**src/rtl/seq_controller.sv**
```systemverilog
// VeriRISC 8-phase instruction sequencer: decodes the opcode and the accumulator
// zero flag into per-phase strobes for the PC, IR, AC, memory and address mux.
module seq_controller #(
   parameter bit HALT_STICKY = 1'b1
) (
   input  logic       clk,
   input  logic       rst,
   input  logic [2:0] opcode,
   input  logic       zero,
   output logic       sel,
   output logic       rd,
   output logic       ld_ir,
   output logic       inc_pc,
   output logic       ld_pc,
   output logic       halt,
   output logic       data_e,
   output logic       ld_ac,
   output logic       wr,
   output logic [2:0] phase
);

   typedef enum logic [2:0] {
      INST_ADDR  = 3'd0,
      INST_FETCH = 3'd1,
      INST_LOAD  = 3'd2,
      IDLE       = 3'd3,
      OP_ADDR    = 3'd4,
      OP_FETCH   = 3'd5,
      ALU_OP     = 3'd6,
      STORE      = 3'd7
   } phase_e;

   localparam logic [2:0] OP_HLT = 3'd0;
   localparam logic [2:0] OP_SKZ = 3'd1;
   localparam logic [2:0] OP_ADD = 3'd2;
   localparam logic [2:0] OP_AND = 3'd3;
   localparam logic [2:0] OP_XOR = 3'd4;
   localparam logic [2:0] OP_LDA = 3'd5;
   localparam logic [2:0] OP_STO = 3'd6;
   localparam logic [2:0] OP_JMP = 3'd7;

   phase_e phase_q, phase_d;
   logic   halted_q, halted_d;
   logic   aluop;

   // Halted freezes the phase; with HALT_STICKY=0 halted never sets.
   always_comb begin
      phase_d  = halted_q ? phase_q : phase_e'(3'(phase_q + 3'd1));
      halted_d = halted_q | (HALT_STICKY && (phase_q == OP_ADDR) && (opcode == OP_HLT));
   end

   always_ff @(posedge clk) begin
      if (rst) begin
         phase_q  <= INST_ADDR;
         halted_q <= 1'b0;
      end else begin
         phase_q  <= phase_d;
         halted_q <= halted_d;
      end
   end

   assign aluop = (opcode == OP_ADD) | (opcode == OP_AND) |
                  (opcode == OP_XOR) | (opcode == OP_LDA);
   assign phase = phase_q;

   always_comb begin
      sel    = 1'b0;
      rd     = 1'b0;
      ld_ir  = 1'b0;
      inc_pc = 1'b0;
      ld_pc  = 1'b0;
      halt   = 1'b0;
      data_e = 1'b0;
      ld_ac  = 1'b0;
      wr     = 1'b0;
      if (halted_q) begin
         halt = 1'b1;
      end else begin
         case (phase_q)
            INST_ADDR: sel = 1'b1;
            INST_FETCH: begin
               sel = 1'b1;
               rd  = 1'b1;
            end
            INST_LOAD, IDLE: begin
               sel   = 1'b1;
               rd    = 1'b1;
               ld_ir = 1'b1;
            end
            OP_ADDR: begin
               inc_pc = 1'b1;
               halt   = (opcode == OP_HLT);
            end
            OP_FETCH: rd = aluop;
            ALU_OP: begin
               rd     = aluop;
               inc_pc = (opcode == OP_SKZ) & zero;
               ld_pc  = (opcode == OP_JMP);
               data_e = (opcode == OP_STO);
            end
            STORE: begin
               rd     = aluop;
               ld_ac  = aluop;
               ld_pc  = (opcode == OP_JMP);
               wr     = (opcode == OP_STO);
               data_e = (opcode == OP_STO);
            end
            default: ;
         endcase
      end
   end

endmodule

```
**config.mk**
```make
export PLATFORM = sky130hd
export DESIGN_NAME = seq_controller
export DESIGN_NICKNAME = d
export VERILOG_FILES = /design/src/rtl/seq_controller.sv
export SDC_FILE = /design/constraint.sdc
export NUM_CORES = 1
export LEC_CHECK = 0
export ABC_AREA = 1
export BUFFER_PORTS_ARGS = -buffer_cell sky130_fd_sc_hd__buf_2
export CORE_AREA = 2 2 39 41
export DETAILED_ROUTE_END_ITERATION = 6
export DIE_AREA = 0 0 41 43
export PLACE_DENSITY_LB_ADDON = 0.1
export SYNTH_ARGS = -nofsm -noshare
export SYNTH_HDL_FRONTEND = slang
export SYNTH_SLANG_ARGS = --single-unit
```
**constraint.sdc**
```tcl
create_clock -name clk -period 3.2 [get_ports clk]
set_input_delay 0.16 -clock clk [delete_from_list [all_inputs] [get_ports clk]]
set_output_delay 0.16 -clock clk [all_outputs]
set_load 0.005 [all_outputs]
```
# Word level (Yosys, flattened, before mapping)
# Cells that the tools add are included.
dict set report classes {
  muxes 18
  add_sub_neg 1
  eq_ne 14
  n_reduce_logical 8
  n_bitwise 5
}
# op count
set op_table {}
lappend op_table {{3-bit == test, second input constant} 8}
lappend op_table {{1-bit 2-to-1 mux} 16}
lappend op_table {{3-bit by 2-bit == test with 1-bit output, second input constant} 4}
lappend op_table {{3-bit by 1-bit == test with 1-bit output, second input constant} 2}
lappend op_table {{3-bit zero test} 2}
lappend op_table {{3-bit OR reduction} 2}
lappend op_table {{1-bit bitwise OR} 4}
lappend op_table {{1-bit case mux with 2 select lines} 2}
lappend op_table {{2-bit OR reduction} 2}
lappend op_table {{4-bit OR reduction} 1}
lappend op_table {{3-bit by 1-bit adder with 3-bit output, second input constant} 1}
lappend op_table {{1-bit AND} 1}
lappend op_table {{1-bit logical AND} 1}
dict set report totals {
  regBits 4
  output_inout_bits 12
  wordCells 48
  in_bits 6
}

# Depth between registers and ports, before layout
# Gate-level depths: netlist of run 1.
dict set report logic_depth {
  ltp_word 6
  mapped_depth 7
  depth_no_buf 6
}

# Worst setup path after synthesis of run 1
# No wires, ideal clock.
dict set report synth_path {
  kind {reg2out}
  from {reg phase_q[0], in the netlist phase[0]}
  to {out rd}
  path_stages_with_launch 7
  t_arrival_ps 1066
  required_time_ps 3040
  slack_ps 1974
  path_buffers 0
  path_cell_list {dfxtp_1 > inv_1 > ha_1 > nand2_4 > nand2_2 > nor2_2 > a21oi_2}
}
dict set report synth_via {
  elab_chain_cells 4
  word_cells_on_any_way 10
  cone_classes {eq/ne (6); mux (2); reduce/logical (2)}
}
# item line_no
set synth_rtl {}
lappend synth_rtl {{start, declared} 42} ;# phase_e phase_q, phase_d;
lappend synth_rtl {{start signal, assigned} 57} ;# phase_q <= phase_d;
lappend synth_rtl {{3-bit == test (tied with other cells)} 79} ;# case (phase_q)
lappend synth_rtl {{3-bit OR reduction (no source line)} --}
lappend synth_rtl {{1-bit case mux with 2 select lines (*)} 79}
lappend synth_rtl {{1-bit 2-to-1 mux (*)} 76} ;# if (halted_q) begin
lappend synth_rtl {{end, declared} 11} ;# output logic rd,
# Every way passes the cells marked *; elsewhere a longest branch is shown, timed or not.

# Worst setup path after layout of run 1
dict set report layout_path {
  from {reg phase_q[2], in the netlist phase[2]}
  to {out sel}
}
dict set report layout_via {
  elab_chain_cells 4
  word_cells_on_any_way 7
  cone_classes {eq/ne (3); mux (2); reduce/logical (2)}
}
# item line_no
set layout_rtl {}
lappend layout_rtl {{3-bit by 2-bit == test with 1-bit output (tied with other cells)} 79}
lappend layout_rtl {{4-bit OR reduction (no source line) (*)} --}
lappend layout_rtl {{1-bit 2-to-1 mux (*)} 79}
lappend layout_rtl {{1-bit 2-to-1 mux (*)} 76}
lappend layout_rtl {{end, declared} 10} ;# output logic sel,
# Marked as above.

==> run summary, run 1 <==
The final core area utilization is 0.380. The synthesis-to-layout area growth was 25.0%. Startpoint type of the worst setup path: a register. Once detailed placement completed, the half-perimeter wirelength came to 752 microns.

Data arrives at the worst endpoint at 1.51 ns. The proportion of layout cells with a drive suffix above 1 was 0.397. The cell count after synthesis is 60. Fmax: 597 MHz. After synthesis, the cell types taking the most area are dfxtp_1 (19%), ha_1 (18%), nand2_1 (8.0%). The run gives 3.04 ns as the endpoint required time on the critical path. The pin count of the biggest net entering global routing was 11.

The first detailed-routing pass took 2 iterations. For this design the total switching power over the nets is 0.0604 mW. Height of the chip: 43 microns.

The net count of the finished layout is 92. The normalized max-slew margin was 0.731. The run finished with clean final reports. The mux contribution to synthesized area was 0. The die width is 41 microns. 0 antenna diodes ended up in the layout.

The count of nets left with antenna violations once routing finished came out at 0. For the number of max-slew violations in the final report, the log shows 0. The DRC violation count after routing is 0. The final global-route overflow total came out at 0. Setup repair after global routing left no endpoint under its margin. The logs give 4 for the number of sinks driven by the clock tree and 0.126 mW for the design internal power.

The final route contains 418 vias. Number of buffers on the longest clock path: 2. The worst hold path belongs to the class in2reg.

The number of global-route vias before repair was 373. After the first detailed-routing iteration, the DRC count stood at 3. The slowest stage of the critical path is the dfxtp_1 cell. For the count of standard-cell rows, the log shows 14.

The completed layout was analyzed and its total power is 0.186 mW. The worst setup path is captured at an output port. VDD sags by at most 0.000174 V. The number of fill cells in the layout is 173. For the number of buffers inserted during clock tree synthesis, the log shows 3. Using the TritonRoute via totals, the vias-per-cell ratio works out to 4.45. Yosys printed 0 warnings. The post-synthesis simple-gate area fraction came out at 0.333. Clock-pin transition on the worst setup and hold timing paths: 0.04 ns. The combinational family with the most area after synthesis is simple AND/OR/NAND/NOR gates. The fraction of synthesized cell area taken by the top area cell type came out at 0.190. The die covers 1760 sq um.

Post-synthesis net count: 72. The relative contribution of the clock network to total power is 0.326, and the xor and xnor fraction of the mapped netlist area is 0. Summing all multi-input logic gate instances after layout gives 278 sq um. In this run the worst path has a maximum fanout of 10.

For the part of the total power dissipated in sequential elements, the log shows 0.334. The tools report the global-route usage over all layers as 0.124. For this run, the slowest stage of the critical path takes 0.55 ns.

The number of gates resized after CTS was 0. Post-synthesis adder-cell area fraction: 0.179. Counting flops and latches in the post-synthesis netlist gives 4.

The tools report the final non-filler cell area as 526 sq um. In this design, the largest share of critical-path delay is due to flip-flops. Across the run, the number of max-cap violations was 0. The cell area that synthesis handed to floorplanning was 420 sq um.

The count of endpoints failing hold in the final timing report was 0. The worst register-to-register path has a setup slack of 1.97 ns. Counting I/O delays and the setup requirement, the final critical path takes 1.67 ns.

For the H-tree level count, the log shows 1. The combinational share of power was 0.340; the number of enable flip-flop cells after synthesis was 0. The logs give 0.304 for the initial standard-cell utilization of the core and 0 ns for the total negative setup slack. The footprint of the flip-flops and latches was 80.1 sq um; the power per standard cell area was 355 nW/um^2. The most common flop cell mapped by yosys was dfxtp_1. Buffers inserted to repair hold after CTS numbered 0.

The logs give 0.692 for the final weighted congestion of routability-driven global placement and 19 for the number of distinct library cells after synthesis. The clock reaches the later pin of the worst-skew pair after 0.23 ns. The number of buffer cells added on primary ports came out at 17. CTS placed an instance of clkbuf_4 at the clock tree root. The worst setup path is of the reg2out kind. The share of the clock period used by the worst path was 0.523.

Transition time at the pin with the least slew margin: 0.402 ns. Detail-routed net length per standard cell: 9.61 microns. Largest area contributor in the netlist: dfxtp_1. The share of synthesized registers carrying an async set or reset came out at 0. The synthesized-area fraction occupied by ao, oa, aoi and oai cells was 0.149; the switching fraction of total power was 0.324. The logs give 0 for the initial antenna violation count and 18 for the count of pins on the block boundary. The average instance in the mapped netlist occupies 7.01 sq um. Hold timing on the final database bottoms out at a slack of 0.143 ns. In this run the static leakage power is 0.286 nW.

The final-report setup violation count came out at 0. Once the clock tree was built, the setup fixing pass inserted 0 buffers. The global-route wire length before repair was 1450 microns; the core area was 1380 sq um. Traced cell by cell, the critical path runs through inv_4 > ha_1 > inv_1 > nand2_2 > nor2_2 > a21oi_2 > buf_2. For the clock tree skew after final layout, the log shows 0.00125 ns. The sequential area share after synthesis was 0.190.

By count the netlist is led by nand2_1 (9), nor2_1 (9), inv_1 (7), ha_1 (6), a21oi_1 (5). The number of buffers and inverters on the critical path is 3. After detailed routing, the total wire length is 903 microns.

The placed instances occupy a cell area of 503 sq um. TritonCTS built the clock tree.
power by group through the flow:
stage	Combinational, mW	Sequential (mW)	Clock (mW)
after floorplan	0.0463	0.0595	0
after global placement	0.0655	0.0628	0
after detailed placement	0.0647	0.0630	0
after CTS	0.0648	0.0622	0.0653
after global routing	0.0718	0.0632	0.0721
final	0.0634	0.0622	0.0608
layout make-up:
class / count / share of cell area
Multi-Input combinational cell: 44 / 0.529
Inverter: 10 / 0.0762
Clock buffer: 3 / 0.0429
Timing Repair Buffer: 17 / 0.162
Sequential cell: 4 / 0.152
Tap cell: 16 / 0.0381
metrics by stage:
stage,cells,setup slack [ns]
floorplan,60,1.97
global placement,91,1.77
finish,94,1.53
detailed placement,91,1.77
global route,94,1.38
CTS,94,1.51
layout by cell type, fill, tap and decap left out, drive strengths merged:
cell type / n
buf: 17
nand2: 12
nor2: 10
inv: 10
a21oi: 7
ha: 6
dfxtp: 4
nand3: 4
clkbuf: 3
nand4: 2
a211oi: 2
nor3: 1
logic make-up (layout without fill, tap and decap cells):
group           Yosys count  after routing
buf+inv                  12             30
compound gates            9              9
simple gates             29             29
fa+ha+maj                 6              6
flops                     4              4
per-layer routing:
metal  vias up  global-route usage  share of wire
met4         0               0.100              0
met2         9               0.181           0.46
met5         -                   0              0
li1        231                   -              -
met3         0              0.0314          0.032
met1       178               0.144           0.51
final timing paths:
| path | start | end | cells past startpoint |
|---|---|---|---|
| max | phase[2] | sel | 7 |
| max reg2reg | phase[2] | phase[2] | 3 |
| min | rst | halted_q | 2 |
| min reg2reg | phase[0] | phase[0] | 2 |
sequential cells by signal, summed over array words and instances, names as in the netlist:
register and count:
halted_q 1, phase 3
Power figures use the tool's default switching activity.
==> inputs of run 2 (changes only) <==
==> constraint.sdc (replaced) <==
create_clock -name clk -period 1.7 [get_ports clk]
set_input_delay 0.085 -clock clk [delete_from_list [all_inputs] [get_ports clk]]
set_output_delay 0.085 -clock clk [all_outputs]
set_load 0.005 [all_outputs]
==> run 2 against run 1 <==
  * Sequential share of layout area hardly changed
  * Core utilization increased by 0.63 points
  * Flip-flop and latch count stayed put
  * Via count is 1.7% higher
  * Setup slack lost 1.4 ns
  * Register-to-register slack worse by 1.4 ns
==> run summary, run 2 (same netlist as run 1, synthesis figures left out) <==
The flow ran to the end, and the final reports show no timing, DRC or antenna violations. The global-route usage over all layers came out at 0.127 (+0.00213). The tools report the number of fill cells in the layout as 162 (-6.4%).

The top cell types in the final layout, fill and taps aside, are buf_2 (17), nor2_1 (9), nand2_1 (9). The run gives 0 (unchanged) as the final antenna-violating net count. The clock-pin transition on the worst setup and hold timing paths came out at 0.04 ns (about the same). Setup repair after global routing left no endpoint under its margin. The first-pass iteration count of the detailed router came out at 3 (+1). Proportion of layout cells with a drive suffix above 1: 0.418 (+0.0203). The die width works out to 41 microns (unchanged). The average via count per standard cell came out at 4.47 (+0.60%).

Compared with the post-synthesis result, the final layout area differs by 27.1%. The wire length on met1 came out at 428 microns (-6.3%). The tools report the final global-route overflow total as 0 (unchanged). The share of the clock period used by the worst path is 0.901.

Number of buffers on the longest clock path: 2 (unchanged). Met2 wire length: 476 microns (+14%). The power per standard cell area works out to 663 nW/um^2 (+87%). The cell type of the slowest stage on the worst timing path is dfxtp_2. The logs give 6 (+3) for the count of routing violations after the opening detailed-route iteration and 1.45 ns (-0.06 ns) for the arrival time at the worst endpoint. The worst hold path belongs to the class in2reg.

The endpoint required time on the critical path is 1.62 ns (-1.42 ns). The critical path is of the reg2out type. The tools report the final core area utilization as 0.386 (+0.00633). The tools report the clock tree skew after final layout as 0.000448 ns (-0.000806 ns). Cell family contributing the most delay on the critical path: flip-flops. The run gives 0 (unchanged) as the max-capacitance violation count. The worst setup path is launched from a register. The worst setup path is captured at an output port. The run gives 0 (unchanged) as the number of antenna cells inserted. The transition time at the pin with the least slew margin is 0.402 ns (-0.000176 ns). The final-report setup violation count was 0 (unchanged). TritonCTS built the clock tree.

In this run the top signal layer used is met3. The tools report the global-route wire length before repair as 1500 microns (+3.8%). The count of endpoints failing hold in the final timing report was 0 (unchanged); the flip-flop count of the largest register, all copies and words added was 3 (unchanged).

The sum of net half-perimeters after detailed placement was 779 microns (+3.5%); the total negative setup slack was 0 ns (unchanged). The root buffer cell chosen for the clock tree is clkbuf_4. The number of global-route vias before repair is 365 (-2.1%), and the fmax is 653 MHz. Maximum cell stage delay along the critical path: 0.37 ns (-0.18 ns). The net count reported at finish is 93 (+1.1%), and the detailed route wirelength on metal3 is 35 microns (+21%). The core area was 1380 sq um (unchanged); the count of pins on the block boundary was 18 (unchanged).

The H-tree level count was 1 (unchanged); the number of buffers inserted during clock tree synthesis was 3 (unchanged). The logs give 0.732 (about the same) for the normalized max-slew margin and 1760 sq um (unchanged) for the overall die area. The number of buffer cells added on primary ports came out at 17 (unchanged).

The post-route minimum period came out at 1.53 ns. The worst path buffer plus inverter count came out at 2 (-1). The smallest hold slack was 0.0723 ns (-0.0709 ns).

The tools report the initial standard-cell utilization of the core as 0.304 (unchanged). The logs give 0 (unchanged) for the cts-stage hold buffer count and 95 (+1.1%) for the final cell count without fillers. For the total number of vias, the log shows 425 (+1.7%). The total wire length after detailed routing came out at 939 microns (+4.0%). The height of the chip was 43 microns (unchanged). Most common cell after layout, fill and taps aside: buf_2.

The leakage power of the design was 0.292 nW (+1.9%); the largest fanout on the critical path was 6 (-4). The initial antenna violation count was 0 (unchanged). The total placed cells including tap cells was 92 (+1.1%); the number of max-slew violations in the final report was 0 (unchanged).

The worst IR drop on VDD was 0.000337 V (+94%); the count of standard-cell rows was 14 (unchanged). DRC violation count after routing: 0 (unchanged). The critical path goes through inv_1 > ha_1 > nand2_4 > nand2_2 > nor2_2 > a21oi_2 > buf_2. The pin count of the biggest net entering global routing was 10 (-1); the detail-routed net length per standard cell was 9.88 microns (+2.9%). The number of sinks driven by the clock tree is 4 (unchanged). For the insertion delay to the later sink of the worst-skew pair, the log shows 0.23 ns (about the same).

The run gives 0.682 (-1.4%) as the final weighted congestion of routability-driven global placement.
[run 2: changes by cell type in the layout (fill, tap and decap cells not counted), sizes merged]
cell / change
buf: +1
[run 2: layer usage]
layer / vias up / global-route usage
met4: 0 / 0.0800
met1: 186 / 0.145
met5: - / 0
met2: 9 / 0.197
li1: 230 / -
met3: 0 / 0.0314
[run 2: layout make-up]
cell class              instances  area (sq um)  share of cell area
multi-input cells              44           278               0.520
repair buffers                 18          92.6               0.173
flip-flops and latches          4          81.3               0.152
inverters                      10          40.0              0.0749
clock buffers                   3          22.5              0.0422
well taps                      16          20.0              0.0375
[run 2: worst reg2reg max path: cells and delay by family, from the launching register on]
kind,cells,cell delay (ns)
flip-flops,1,0.49
AO/OA/AOI/OAI,1,0.20
buffers and inverters,1,0.07
adder cells (fa/ha/maj),1,0.31
[run 2: through the flow]
stage          power (mW)  setup WS (ns)  area, sq um
4_1_cts             0.365         0.0441          533
3_5_place_dp        0.243          0.303          510
5_1_grt             0.386         0.0463          534
6_report            0.354          0.168          534
2_1_floorplan       0.199          0.549          420
3_3_place_gp        0.242          0.304          510
[run 2: repair_timing]
action,CTS,global route
setup buffers,0,0
gates resized for setup,0,1
setup endpoints to repair,0,5
[run 2: worst paths after layout]
kind,start,end,slack (ns),depth (start not counted)
worst max-delay path,phase[0],sel,0.17,7
worst min-delay path,rst,phase[0],0.07,2
worst max register to register,phase[2],phase[2],0.55,3
worst min register to register,phase[0],phase[0],0.51,2
[run 2: where the power goes]
part	internal, mW	switching (mW)
Clock	0.0788	0.0360
Combinational	0.0582	0.0657
Sequential	0.103	0.0130
==> inputs of run 3 (changes only) <==
--- a/config.mk
+++ b/config.mk
@@ -10,6 +10,7 @@
 export CORE_AREA = 2 2 39 41
 export DETAILED_ROUTE_END_ITERATION = 6
 export DIE_AREA = 0 0 41 43
+export MAX_ROUTING_LAYER = met4
 export PLACE_DENSITY_LB_ADDON = 0.1
 export SYNTH_ARGS = -nofsm -noshare
 export SYNTH_HDL_FRONTEND = slang
==> constraint.sdc (replaced) <==
create_clock -name clk -period 1.7 [get_ports clk]
set_input_delay 0 -clock clk [delete_from_list [all_inputs] [get_ports clk]]
set_output_delay 0 -clock clk [all_outputs]
set_load 0.005 [all_outputs]
==> run 3 against run 2 <==
  * Sequential power hardly changed
  * Largest power group unchanged
  * Cell count stayed put
  * Combinational power hardly changed
==> run summary, run 3 (same netlist as run 1, synthesis figures left out) <==
The run gives 0.000327 V (-3.0%) as the worst IR drop on VDD. For the met2 wire length, the log shows 418 microns (-12%). The classification of the worst-slack hold path is in2reg. The count of endpoints failing hold in the final timing report is 0 (unchanged). For the normalized max-slew margin, the log shows 0.731 (about the same).

For the total negative setup slack, the log shows 0 ns (unchanged). The net count reported at finish was 93 (unchanged). TritonCTS built the clock tree. The number of sinks driven by the clock tree was 4 (unchanged); the final global-route overflow total was 0 (unchanged).

The final non-filler cell area is 536 sq um (+0.23%), and the detail-routed net length per standard cell is 9.54 microns (-3.5%). The endpoint required time on the critical path came out at 1.70 ns (+0.08 ns). The final antenna-violating net count is 0 (unchanged).

The logs give 0 (unchanged) for the max-capacitance violation count and 0 (unchanged) for the number of antenna cells inserted. The number of global-route vias before repair is 379 (+3.8%), and the final-report setup violation count is 0 (unchanged). STA classifies the critical path endpoint as an output port.

The number of buffers on the longest clock path was 2 (unchanged). STA classifies the critical path startpoint as a register. The run gives 27 microns (-23%) as the detailed route wirelength on metal3. The clock tree skew after final layout was 0.000776 ns (+0.000328 ns). The count of pins on the block boundary was 18 (unchanged); the logic depth of the worst register-to-register path was 3 (unchanged). The tools report the global-route usage over all layers as 0.124 (-0.00215). The run gives 0.333 (+0.006) as the part of the total power dissipated in sequential elements. The logs give 0.344 (-0.006) for the combinational share of power and 460 microns (+7.5%) for the wire length on met1. The tools report the clock root buffer master as clkbuf_4. Number of max-slew violations in the final report: 0 (unchanged).

The flip-flop count of the largest register, all copies and words added is 3 (unchanged). The sum of net half-perimeters after detailed placement is 752 microns (-3.4%). The number of buffers inserted during clock tree synthesis was 3 (unchanged). The die width is 41 microns (unchanged), and the relative contribution of the clock network to total power is 0.324 (about the same). The share of the clock period used by the worst path is 0.891 (-0.0106).

The run finished with clean final reports. The arrival time at the worst endpoint is 1.51 ns (+0.06 ns), and the power per standard cell area is 658 nW/um^2 (-0.89%). The path type of the worst setup path was reg2out. For the smallest hold slack, the log shows 0.131 ns (+0.0589 ns). The run gives 3 (-3) as the count of routing violations after the opening detailed-route iteration. The leakage power of the design is 0.291 nW (-0.47%), and the largest fanout on the critical path is 10 (+4).

The transition time at the pin with the least slew margin was 0.402 ns (+0.000176 ns); the H-tree level count was 1 (unchanged). The design internal power is 0.239 mW (-0.49%), and the number of buffer cells added on primary ports is 17 (unchanged). The run gives 1440 microns (-4.6%) as the global-route wire length before repair.

The logs give 11 (+1) for the pin count of the biggest net entering global routing and 0 (unchanged) for the initial antenna violation count. Final weighted congestion of routability-driven global placement: 0.699 (+2.5%). Setup repair after global routing left no endpoint under its margin. The initial standard-cell utilization of the core came out at 0.304 (unchanged). The clock-pin transition on the worst setup and hold timing paths came out at 0.04 ns (about the same). For the total number of vias, the log shows 421 (-0.94%). The library cell used most frequently in the layout, excluding fill and tap cells, is buf_2.

The core area was 1380 sq um (unchanged). The fmax was 660 MHz (+1.2%). Overall die area: 1760 sq um (unchanged). Relative to the synthesized area, the layout overhead comes to 27.4%.

The logs give 503 sq um (-1.5%) for the placed cell area and 14 (unchanged) for the count of standard-cell rows. The proportion of layout cells with a drive suffix above 1 was 0.392 (-0.0253). The switching fraction of total power is 0.322 (-0.00114). The logs give 906 microns (-3.5%) for the total wire length after detailed routing and 0.114 mW (-1.0%) for the switching component of the power. The cell depth of the worst hold path is 4 (+2), and the insertion delay to the later sink of the worst-skew pair is 0.23 ns (about the same). The average via count per standard cell works out to 4.43 (-0.94%). The DRC violation count after routing is 0 (unchanged), and the first-pass iteration count of the detailed router is 2 (-1). The post-route minimum period is 1.51 ns (-0.0180 ns). The topmost layer with routed signal wires was met3. Height of the chip: 43 microns (unchanged). Leaving out fill and tap cells, the most frequent cells in the layout are buf_2 (17), nor2_1 (9), nand2_1 (9).
==> run 3: final timing paths <==
check             startpoint  endpoint  slack, ns
setup reg to reg    phase[2]  phase[2]       0.47
setup / recovery    phase[2]       sel       0.19
hold reg to reg     phase[0]  phase[0]       0.54
hold / removal     opcode[0]  halted_q       0.13
==> run 3: metal layers <==
metal	up-vias	track usage
met5	-	-
met4	0	0.100
met3	0	0.0157
met2	9	0.181
met1	179	0.144
li1	233	-
==> run 3: worst max-delay path: stages (launching register included) <==
cell and delay, ns:
dfxtp_1 0.55, inv_4 0.08, ha_1 0.20, inv_1 0.08, nand2_2 0.06, nor2_2 0.12
a21oi_2 0.06, buf_2 0.14
==> run 3: area by class of cell <==
| type | count | area (sq um) |
|---|---|---|
| multi-input cells | 44 | 278 |
| flip-flops and latches | 4 | 80.1 |
| repair buffers | 18 | 95.1 |
| well taps | 16 | 20.0 |
| inverters | 10 | 40.0 |
| fillers | 172 | 848 |
| clock buffers | 3 | 22.5 |
==> run 3: repair_timing <==
action | in CTS | in global routing
gates resized for setup | 0 | 0
hold buffers | 1 | 0
setup buffers | 0 | 0
endpoints found under the hold margin | 4 | 0
==> run 3: power groups by stage <==
stage	sequential, mW	combinational, mW	clock, mW
2_1_floorplan	0.112	0.0871	0
3_3_place_gp	0.118	0.123	0
3_5_place_dp	0.119	0.122	0
4_1_cts	0.117	0.124	0.123
5_1_grt	0.119	0.137	0.133
6_report	0.117	0.121	0.114
==> run 3: stage by stage <==
| step | total power [mW] | util | worst slack, ns | cells |
|---|---|---|---|---|
| after global placement | 0.241 | 0.363 | 0.425 | 91 |
| after CTS | 0.364 | 0.387 | 0.165 | 95 |
| after global routing | 0.389 | 0.387 | 0.0418 | 95 |
| final | 0.352 | 0.387 | 0.186 | 95 |
| after detailed placement | 0.240 | 0.363 | 0.428 | 91 |
| after floorplan | 0.199 | - | 0.593 | 60 |
